===== src/rtl/clk_div_pkg.sv =====
// rtl/clk_div_pkg.sv - shared types and helpers for the multi-channel clock divider
package clk_div_pkg;

  typedef enum logic [0:0] {
    IDLE = 1'b0,
    RUN  = 1'b1
  } state_e;

  localparam int MIN_DIV = 2;

  function automatic int ch_w(input int nch);
    return (nch > 1) ? $clog2(nch) : 1;
  endfunction

endpackage


===== src/rtl/clk_div_chan.sv =====
// rtl/clk_div_chan.sv - one divider channel: counter, run/idle FSM, pending divide register
module clk_div_chan
  import clk_div_pkg::*;
#(
  parameter int CNT_W   = 8,
  parameter int DEF_DIV = 10
) (
  input  logic             clk_i,
  input  logic             rst_i,
  input  logic             en_i,
  input  logic             sync_i,
  input  logic             wr_i,
  input  logic [CNT_W-1:0] wr_div_i,
  output logic             clk_out_o,
  output logic             tick_o,
  output logic             pend_o
);

  localparam logic [CNT_W-1:0] DEF_D = CNT_W'(DEF_DIV);

  state_e           state_q, state_d;
  logic [CNT_W-1:0] cnt_q, cnt_d;
  logic [CNT_W-1:0] div_act_q, div_act_d;
  logic [CNT_W-1:0] div_pend_q, div_pend_d;
  logic             pend_vld_q, pend_vld_d;
  logic             clk_out_q, clk_out_d;
  logic             tick_q, tick_d;
  logic             boundary;
  logic [CNT_W-1:0] nxt;
  logic [CNT_W:0]   half;

  always_comb begin
    state_d    = en_i ? RUN : IDLE;
    cnt_d      = cnt_q;
    div_act_d  = div_act_q;
    div_pend_d = div_pend_q;
    pend_vld_d = pend_vld_q;
    clk_out_d  = 1'b0;
    tick_d     = 1'b0;
    // Leaving IDLE is a boundary too: cnt sits at div_act-1 there, so the first period is whole.
    boundary   = (state_q == IDLE) || sync_i || (cnt_q == div_act_q - 1'b1);
    if (pend_vld_q && (!en_i || boundary)) begin
      div_act_d  = div_pend_q;
      pend_vld_d = 1'b0;
    end
    nxt  = boundary ? '0 : cnt_q + 1'b1;
    half = ({1'b0, div_act_d} + 1'b1) >> 1;
    if (en_i) begin
      cnt_d     = nxt;
      clk_out_d = ({1'b0, nxt} < half);
      tick_d    = boundary;
    end else begin
      cnt_d = div_act_d - 1'b1;
    end
    if (wr_i) begin
      div_pend_d = wr_div_i;
      pend_vld_d = 1'b1;
    end
  end

  always_ff @(posedge clk_i) begin
    if (rst_i) begin
      state_q    <= IDLE;
      cnt_q      <= DEF_D - 1'b1;
      div_act_q  <= DEF_D;
      div_pend_q <= DEF_D;
      pend_vld_q <= 1'b0;
      clk_out_q  <= 1'b0;
      tick_q     <= 1'b0;
    end else begin
      state_q    <= state_d;
      cnt_q      <= cnt_d;
      div_act_q  <= div_act_d;
      div_pend_q <= div_pend_d;
      pend_vld_q <= pend_vld_d;
      clk_out_q  <= clk_out_d;
      tick_q     <= tick_d;
    end
  end

  assign clk_out_o = clk_out_q;
  assign tick_o    = tick_q;
  assign pend_o    = pend_vld_q;

endmodule


===== src/rtl/clk_div_multi.sv =====
// rtl/clk_div_multi.sv - multi-channel programmable clock divider with shared config port and sync
module clk_div_multi
  import clk_div_pkg::*;
#(
  parameter int NCH     = 2,
  parameter int CNT_W   = 8,
  parameter int DEF_DIV = 10,
  parameter int CH_W    = ch_w(NCH)
) (
  input  logic             clk_i,
  input  logic             rst_i,
  input  logic [NCH-1:0]   en_i,
  input  logic             sync_i,
  input  logic             cfg_valid_i,
  output logic             cfg_ready_o,
  input  logic [CH_W-1:0]  cfg_ch_i,
  input  logic [CNT_W-1:0] cfg_div_i,
  output logic             cfg_err_o,
  output logic [NCH-1:0]   clk_out_o,
  output logic [NCH-1:0]   tick_o,
  output logic [NCH-1:0]   pend_o
);

  logic [NCH-1:0] ch_sel;
  logic [NCH-1:0] wr;
  logic           ch_ok, div_ok, accept;
  logic           cfg_err_q, cfg_err_d;

  always_comb begin
    ch_sel = '0;
    for (int i = 0; i < NCH; i++) begin
      ch_sel[i] = (int'(cfg_ch_i) == i);
    end
  end

  assign ch_ok  = |ch_sel;
  assign div_ok = (cfg_div_i >= CNT_W'(MIN_DIV));
  // Out-of-range channels select nothing, so they are always ready and only raise cfg_err.
  assign cfg_ready_o = !rst_i && !(|(ch_sel & pend_o));
  assign accept      = cfg_valid_i && cfg_ready_o;
  assign wr          = {NCH{accept && ch_ok && div_ok}} & ch_sel;
  assign cfg_err_d   = accept && !(ch_ok && div_ok);

  always_ff @(posedge clk_i) begin
    if (rst_i) begin
      cfg_err_q <= 1'b0;
    end else begin
      cfg_err_q <= cfg_err_d;
    end
  end

  assign cfg_err_o = cfg_err_q;

  for (genvar g = 0; g < NCH; g++) begin : g_ch
    clk_div_chan #(
      .CNT_W   (CNT_W),
      .DEF_DIV (DEF_DIV)
    ) u_chan (
      .clk_i     (clk_i),
      .rst_i     (rst_i),
      .en_i      (en_i[g]),
      .sync_i    (sync_i),
      .wr_i      (wr[g]),
      .wr_div_i  (cfg_div_i),
      .clk_out_o (clk_out_o[g]),
      .tick_o    (tick_o[g]),
      .pend_o    (pend_o[g])
    );
  end

endmodule


===== config.mk =====
export PLATFORM = sky130hd
export DESIGN_NAME = clk_div_multi
export DESIGN_NICKNAME = d
export VERILOG_FILES = /design/src/rtl/clk_div_pkg.sv /design/src/rtl/clk_div_chan.sv /design/src/rtl/clk_div_multi.sv
export SDC_FILE = /design/constraint.sdc
export NUM_CORES = 1
export LEC_CHECK = 0
export ABC_AREA = 1
export CORE_UTILIZATION = 40
export CTS_BUF_LIST = sky130_fd_sc_hd__clkbuf_8
export DETAILED_ROUTE_END_ITERATION = 10
export DONT_BUFFER_PORTS = 1
export HOLD_SLACK_MARGIN = 0.08
export MAX_ROUTING_LAYER = met4
export PLACE_DENSITY_LB_ADDON = 0.15
export SYNTH_ARGS = -nofsm -noshare
export SYNTH_HDL_FRONTEND = slang
export SYNTH_SLANG_ARGS = --single-unit
export TNS_END_PERCENT = 10

===== constraint.sdc =====
create_clock -name clk_i -period 4.1 [get_ports clk_i]
set_input_delay 0.615 -clock clk_i [delete_from_list [all_inputs] [get_ports clk_i]]
set_output_delay 0.615 -clock clk_i [all_outputs]
set_load 0.005 [all_outputs]

# == Word-level counts from Yosys, hierarchy flattened ==
# Index checks and enable logic that the tools add are counted.
# word_totals
register_bits,57
ram_bits,0
latch_bits,0
word_cells,69
input_bits,15
output_inout_bits,8
memories,0
romBits,0
# classes
bitwise,7
mux,12
n_lt_le_gt_ge,3
n_shift,0
addsub,8
n_mul,0
n_eq_ne,2
div,0
n_reduce_logical,22
# ops
cell,count
2-to-1 mux 8 bit,6
subtractor 8 x 1 -> 8 bit (second input constant),4
adder 8 x 1 -> 9 bit (second input constant),2
adder 8 x 1 -> 8 bit (second input constant),2
equality test 8 bit,2
< comparator 8 bit,2
>= comparator 8 x 2 -> 1 bit (second input constant),1
logical AND 1 bit,6
logical OR 1 bit,6
2-to-1 mux 1 bit,6
OR reduction 2 bit,3
logical NOT 1 bit,5
inverter 1 bit,5
AND 2 bit,2
nonzero test 2 bit,2

# == Longest topological paths before layout ==
# Gate-level depths: netlist of the first run.
# logic_depth
ltp_word,9
mapped_depth,26
mapped_depth_nobuf,26

# == Modules after synthesis ==
# Synthesis of the first run repeated with hierarchy kept, for this count alone.
# unflattened
hier_cells,592
area_unflattened_um2,3941.3
# modules_own_cells
mod,seq_area_each_um2,cells_per_inst,area_each_um2,n_inst
clk_div_chan at g_ch[0].u_chan,560.5,292,1970.6,1
clk_div_chan at g_ch[1].u_chan,560.5,281,1870.5,1
clk_div_multi,20.0,19,100.1,1

# == Worst setup path after synthesis of the first run ==
# OpenSTA, ideal clock, no wires.
# synth_path
kind,register to register
startpoint,register g_ch[1].u_chan.div_act_q[0]
endpoint,register g_ch[1].u_chan.clk_out_q
period_less_slack_ns,2.943
arrival_time_ns,2.873
setup_ns,0.070
setup_slack_ns,1.157
path_buffers,0
stages_incl_launch_ff,24
required_time_ns,4.030
cell_sequence,dfxtp_1 -> inv_2 -> ha_1 -> inv_1 -> nand2_1 -> nand2_1 -> nor2_1 -> nand2_1 -> nor2_1 -> nand2_1 -> nor2_2 -> nand2_2 -> nand3_4 -> nand2_8 -> o21ai_4 -> ha_1 -> nand2_1 -> nor2_2 -> nand3_1 -> xor2_1 -> ha_1 -> a21oi_1 -> o211ai_1 -> a21oi_1
# synth_via
elab_chain_cells,8
word_cells_on_any_way,9
cone_classes,add/sub (2); order compare (1); eq/ne (1); mux (2); reduce/logical (3)
# synth_lines
item,line_no,source
start: declaration,clk_div_chan.sv:23,"logic [CNT_W-1:0] div_act_q, div_act_d;"
start signal: assignment,clk_div_chan.sv:73,div_act_q <= div_act_d;
subtractor 8 x 1 -> 8 bit,clk_div_chan.sv:41,boundary = (state_q == IDLE) || sync_i || (cnt_q == div_act_q - 1'b1);
equality test 8 bit,clk_div_chan.sv:41,
logical OR 1 bit,clk_div_chan.sv:41,
logical OR 1 bit,clk_div_chan.sv:42,if (pend_vld_q && (!en_i || boundary)) begin
logical AND 1 bit,clk_div_chan.sv:42,
2-to-1 mux 8 bit (*),clk_div_chan.sv:42,
named net g_ch[1].u_chan.div_act_d[0],clk_div_chan.sv:23,
adder 8 x 1 -> 9 bit (*),clk_div_chan.sv:47,"half = ({1'b0, div_act_d} + 1'b1) >> 1;"
< comparator 8 bit (*),clk_div_chan.sv:50,"clk_out_d = ({1'b0, nxt} < half);"
end signal: assignment,clk_div_chan.sv:76,clk_out_q <= clk_out_d;
end: declaration,clk_div_chan.sv:26,"logic clk_out_q, clk_out_d;"
# The timed path passes the listed nets; every way through them passes the cells marked *.
# A chain may end at the register's enable or synchronous reset.

# == Worst setup path after layout of the first run ==
# Ends and elaborated chain as after synthesis.

==> reports/results.txt, run 1 <==
worst hold path depth = 1
# fillers = 1000
FF-to-FF path depth = 24
final antenna diode count = 0
aggregate routed wire length = 9770 um
final hold viol count = 0
number of synthesized flops with an enable pin = 0
Port Buf Inserts = 0
worst max-slew margin expressed relative to the limit = 64.1%
summed instance area of the synthesized netlist = 0.00396 sq mm
maximum clock skew at final layout = 0.0106 ns
later-pin clock latency in the skew report = 0.35 ns
buffer type at the clock tree root = clkbuf_8
Post-CTS Hold Buffers = 0
synthesized area per cell = 6.94 sq um
via count of the routed design = 3426
GRT Util Overall = 21.5%
post-synthesis instance total = 571
highest attainable clock frequency = 291 MHz
Max-cap violations = 0
clock buffers created by TritonCTS = 9
ys flop type = dfxtp_1
Sum Neg Setup Slack = 0 ns
type of the worst min-delay path = in2reg
required time reported for the critical path endpoint = 4.38 ns
post-route setup slack = 0.664 ns
Synth async-reset ratio = 0%
RR Startpoint = g_ch[1].u_chan.div_act_q[0]$_SDFF_PP0_
kind of end point of the critical path = flip-flop
reported leakage power = 0.00194 uW
TritonCTS clock tree = done
fin area = 0.00423 sq mm
data arrival time of the worst path = 3.71 ns
clock transition at the registers of the reported paths = 0.08 ns
Critical Path Fanout Max = 10
startpoint type of the worst setup path = flip-flop
Finished Layout Cells = 701
sequential share of the synthesized area = 28.8%
met3 wire length = 310 um
area delta synth->final = 6.85%
routability cong. = 0.816
Setup Crit Path Kind = reg2reg
per-cell routed wire length = 13.9 um
via-per-instance ratio = 4.89
dpl cells = 685
count of H-tree levels built during CTS = 3
CTS-repair resized insts = 0
start point of the worst hold path = rst_i
DRT antenna net count = 0
fraction of final layout cells with drive strength greater than 1 = 15.6%
initial antenna violation count = 0
1st-pass router iterations = 4
placed cell areas = 0.00404 sq mm
reg-to-reg slack, setup = 0.66 ns
IO Pins = 23
number of different library cells in the post-synthesis netlist = 41
worst IR drop on VDD = 0.205 mV
synthesis-stage register bit count = 57
Critical path origin = g_ch[1].u_chan.div_act_q[0]$_SDFF_PP0_
net count after synthesis = 608
met2 layer wire length in the routed design = 4500 um
aggregate global routing overflow = 0
starting density of the core = 42.1%
cell area power density = 300 mW/mm^2
time the final worst path needs with I/O delays and setup = 3.44 ns
max layer used = met4
Least-Margin Pin Slew = 0.537 ns
CTS max path bufs = 2
final count of pins violating max slew = 0
minimum setup slack after placement = 0.692 ns
via count of the first global-routing pass = 3365
setup violation total in the final timing report = 0
post-CTS setup buffers = 0
final worst path period share = 83.8%
Die X = 102 um
largest net degree at the start of global routing = 30
RSZ-0062 raised after global routing = no
status = complete, no violations
height of the chip = 102 um
number of DRC markers after the initial detailed-route iteration = 147
DRC viols = 0
first-pass GRT wire length = 16400 um
total number of clock tree sinks = 57
floorplan die area = 0.0103 sq mm
HPWL after detailed placement = 7640 um
wire length on met1 = 4760 um
Core Box Area = 0.00942 sq mm
Layout Nets = 604
Synth Warn # = 0
placement row count = 35
layer usage:
metal	up-vias	GRT usage, %
li1	1803	-
met1	1561	27.3
met2	45	33.6
met3	17	4.69
met4	0	7.36
met5	-	-
cell usage in the layout (no fill, tap or decap), types with 12 or more instances in the layout:
| master | instances |
|---|---|
| nor2_1 | 53 |
| nand3_1 | 39 |
| nand2_1 | 123 |
| nand2_2 | 25 |
| inv_1 | 72 |
| dfxtp_1 | 57 |
| o21ai_0 | 22 |
| inv_2 | 12 |
| a21oi_1 | 31 |
| ha_1 | 22 |
| xor2_1 | 25 |
final timing paths:
check                                              endpoint
setup / recovery        g_ch[1].u_chan.clk_out_o$_SDFF_PP0_
hold / removal    g_ch[1].u_chan.div_pend_q[7]$_SDFFE_PP0P_
setup reg to reg        g_ch[1].u_chan.clk_out_o$_SDFF_PP0_
hold reg to reg   g_ch[0].u_chan.div_pend_q[6]$_SDFFE_PP0P_
layout make-up:
class                      instances  area, sq um  share of cell area [%]
clock buffer                      10          138                    3.25
clock inverter                     6         51.3                    1.21
inverter                          86          325                    7.69
multi-input combinational        412         2410                    56.9
sequential                        57         1140                    27.0
tap                              129          161                    3.81
timing repair buffer               1         7.51                   0.177
critical path, stage by stage (launching register included):
cell and delay, ns:
dfxtp_1 0.39, inv_2 0.09, ha_1 0.30, inv_1 0.04, nand2_1 0.04, nand2_1 0.05
nor2_1 0.08, nand2_1 0.08, nor2_1 0.14, nand2_1 0.08, nor2_2 0.09, nand2_2 0.09
nand3_4 0.14, nand2_8 0.11, o21ai_4 0.25, ha_1 0.23, nand2_1 0.08, nor2_2 0.12
nand3_1 0.12, nor2_1 0.11, nand2_1 0.07, ha_1 0.28, a21oi_1 0.15, o211ai_1 0.10
a21oi_1 0.14
cells by family after synthesis:
| family | Yosys count | synth area share, % |
|---|---|---|
| AND/OR/NAND/NOR | 285 | 35.8 |
| adder cells (fa/ha/maj) | 22 | 6.95 |
| buffers and inverters | 102 | 10.4 |
| AO/OA/AOI/OAI | 73 | 10.8 |
| flip-flops | 57 | 28.8 |
| XOR/XNOR | 32 | 7.26 |
synthesized netlist by cell type (2+ instances only):
cell / instances / area, sq um
nand3_4: 3 / 52.6
inv_2: 12 / 45.0
clkbuf_1: 7 / 26.3
nand2_2: 25 / 156
o211ai_1: 6 / 45.0
xor2_1: 25 / 219
nor2_2: 10 / 62.6
nand3_1: 39 / 195
a21oi_1: 31 / 155
nand4_1: 4 / 25.0
o221ai_1: 2 / 17.5
o21ai_0: 22 / 110
nand2_8: 2 / 40.0
o22ai_1: 2 / 12.5
o21ai_1: 3 / 15.0
nand2_1: 123 / 462
nor3_1: 6 / 30.0
nor2_4: 3 / 33.8
nor2_1: 53 / 199
o21ai_4: 2 / 32.5
o32ai_1: 2 / 17.5
nand2_4: 4 / 45.0
nor3_2: 2 / 20.0
ha_1: 22 / 275
nand3_2: 5 / 50.1
dfxtp_1: 57 / 1140
xnor2_1: 6 / 52.6
o21a_1: 2 / 15.0
inv_1: 72 / 270
buf_4: 6 / 45.0
buf_2: 3 / 15.0
metrics by stage:
stage	hold WS, ns	total power, uW	utilization [%]
after floorplan	0.430	741	-
after global placement	0.442	770	43.0
after detailed placement	0.449	772	43.0
after CTS	0.302	1290	45.0
after global routing	0.297	1330	45.0
final	0.322	1270	45.0
registers in the layout, indices dropped and copies added (netlist names):
register / cells
g_ch.u_chan.cnt_q: 16
g_ch.u_chan.div_act_q: 16
g_ch.u_chan.div_pend_q: 16
g_ch.u_chan.clk_out_o: 2
g_ch.u_chan.pend_o: 2
g_ch.u_chan.state_q: 2
g_ch.u_chan.tick_o: 2
cfg_err_o: 1
power breakdown:
part | total [uW] | switching, uW | internal [uW]
clock | 513 | 270 | 243
sequential | 595 | 18.8 | 577
combinational | 163 | 108 | 54.9
(Power assumes the default switching activity.)
==> run 2, diff against run 1 <==
==> constraint.sdc (replaced) <==
create_clock -name clk_i -period 3.6 [get_ports clk_i]
set_input_delay 0.54 -clock clk_i [delete_from_list [all_inputs] [get_ports clk_i]]
set_output_delay 0.54 -clock clk_i [all_outputs]
set_load 0.005 [all_outputs]
==> reports/results.txt, run 2 (synthesis gave the netlist of run 1 again) <==
starting density of the core = 42.1%
aggregate global routing overflow = 0
post-route core utilization = 45.7%
1st-pass router iterations = 5
largest net degree at the start of global routing = 30
via-per-instance ratio = 4.82
most common cell after layout, fill and taps aside = nand2_1
routability cong. = 0.820
total number of clock tree sinks = 57
Setup Crit Path Kind = reg2reg
per-cell routed wire length = 13.6 um
post-route setup slack = 0.301 ns
CTS max path bufs = 2
DRC viols = 0
time the final worst path needs with I/O delays and setup = 3.30 ns
worst IR drop on VDD = 0.166 mV
final worst path period share = 91.6%
placement row count = 35
Layout Nets = 609
via count of the routed design = 3402
final hold viol count = 0
fin area = 0.00430 sq mm
via count of the first global-routing pass = 3261
kind of end point of the critical path = flip-flop
setup violation total in the final timing report = 0
Core Box Area = 0.00942 sq mm
floorplan die area = 0.0103 sq mm
Finished Layout Cells = 706
Die X = 102 um
dpl cells = 686
HPWL after detailed placement = 7480 um
final antenna diode count = 0
final count of pins violating max slew = 0
status = complete, no violations
IO Pins = 23
minimum setup slack after placement = 0.236 ns
Max-cap violations = 0
initial antenna violation count = 0
count of H-tree levels built during CTS = 3
buffer type at the clock tree root = clkbuf_8
data arrival time of the worst path = 3.52 ns
largest registers in the final layout = g_ch.u_chan.cnt_q (16), g_ch.u_chan.div_act_q (16), g_ch.u_chan.div_pend_q (16)
height of the chip = 102 um
TritonCTS clock tree = done
first-pass GRT wire length = 16100 um
final-layout worst hold slack = 0.247 ns
FF-to-FF path depth = 24
aggregate routed wire length = 9610 um
area delta synth->final = 8.62%
clock buffers created by TritonCTS = 9
worst hold path depth = 1
highest attainable clock frequency = 303 MHz
worst max-slew margin expressed relative to the limit = 62.4%
cell area power density = 337 mW/mm^2
Least-Margin Pin Slew = 0.563 ns
Post-CTS Hold Buffers = 0
GRT Util Overall = 21.3%
clock transition at the registers of the reported paths = 0.08 ns
number of DRC markers after the initial detailed-route iteration = 149
placed cell areas = 0.00405 sq mm
most frequent cells in the layout = nand2_1 (123), inv_1 (72), dfxtp_1 (56), nor2_1 (52), nand3_1 (38)
DRT antenna net count = 0
maximum clock skew at final layout = 0.00856 ns
later-pin clock latency in the skew report = 0.35 ns
type of the worst min-delay path = in2reg
reported leakage power = 0.00196 uW
# fillers = 973
required time reported for the critical path endpoint = 3.82 ns
Critical Path Fanout Max = 4
Port Buf Inserts = 0
fraction of final layout cells with drive strength greater than 1 = 17.2%
startpoint type of the worst setup path = flip-flop
==> run 2: layer usage <==
layer | global-route usage, % | share of wire, %
met5 | - | 0
met4 | 7.69 | 1.9
met3 | 4.21 | 3.6
met2 | 33.5 | 46
met1 | 27.0 | 48
==> run 2: timing repair <==
| action | 4_1_cts | 5_1_grt |
|---|---|---|
| setup buffers | 0 | 4 |
| resized for setup | 0 | 7 |
| endpoints found under the setup margin | 0 | 2 |
==> run 2: area by class of cell <==
| cell class | instances | area, sq um | area share, % |
|---|---|---|---|
| clock buffers | 10 | 138 | 3.20 |
| clock inverters | 6 | 50.0 | 1.16 |
| inverters | 86 | 325 | 7.56 |
| multi-input cells | 412 | 2440 | 56.7 |
| flip-flops and latches | 57 | 1140 | 26.5 |
| well taps | 129 | 161 | 3.75 |
| repair buffers | 6 | 45.0 | 1.05 |
==> run 2: worst paths after layout <==
| check | from | slack, ns | to |
|---|---|---|---|
| worst max-delay path | g_ch[1].u_chan.div_act_q[1]$_SDFF_PP1_ | 0.30 | g_ch[1].u_chan.clk_out_o$_SDFF_PP0_ |
| worst min-delay path | rst_i | 0.25 | g_ch[1].u_chan.div_pend_q[7]$_SDFFE_PP0P_ |
| worst max register to register | g_ch[1].u_chan.div_act_q[1]$_SDFF_PP1_ | 0.30 | g_ch[1].u_chan.clk_out_o$_SDFF_PP0_ |
| worst min register to register | g_ch[0].u_chan.div_pend_q[6]$_SDFFE_PP0P_ | 0.46 | g_ch[0].u_chan.div_pend_q[6]$_SDFFE_PP0P_ |
==> run 2: through the flow <==
stage / TNS [ns] / power (uW)
floorplan: 0 / 843
global placement: 0 / 878
detailed placement: 0 / 879
CTS: 0 / 1460
global route: -0.00872 / 1530
finish: 0 / 1450
==> run 2: power breakdown <==
part / switching [uW] / internal [uW]
Sequential: 21.7 / 657
Combinational: 123 / 64.8
Clock: 306 / 275
Total: 451 / 997
==> run 2: critical path: stages (launching register included) <==
cell	delay [ns]
dfxtp_1	0.35
inv_1	0.09
ha_4	0.28
inv_1	0.03
nand2_1	0.05
nand2_1	0.04
nor2_1	0.08
nand2_1	0.07
nor2_1	0.12
nand2_1	0.07
nor2_2	0.09
nand2_2	0.09
nand3_4	0.12
buf_4	0.13
nand3_1	0.08
nand2_2	0.17
inv_2	0.06
ha_1	0.22
nand2_1	0.12
nor2_4	0.05
xor2_1	0.14
ha_1	0.29
nand2_1	0.05
o21ai_0	0.27
a21oi_1	0.11
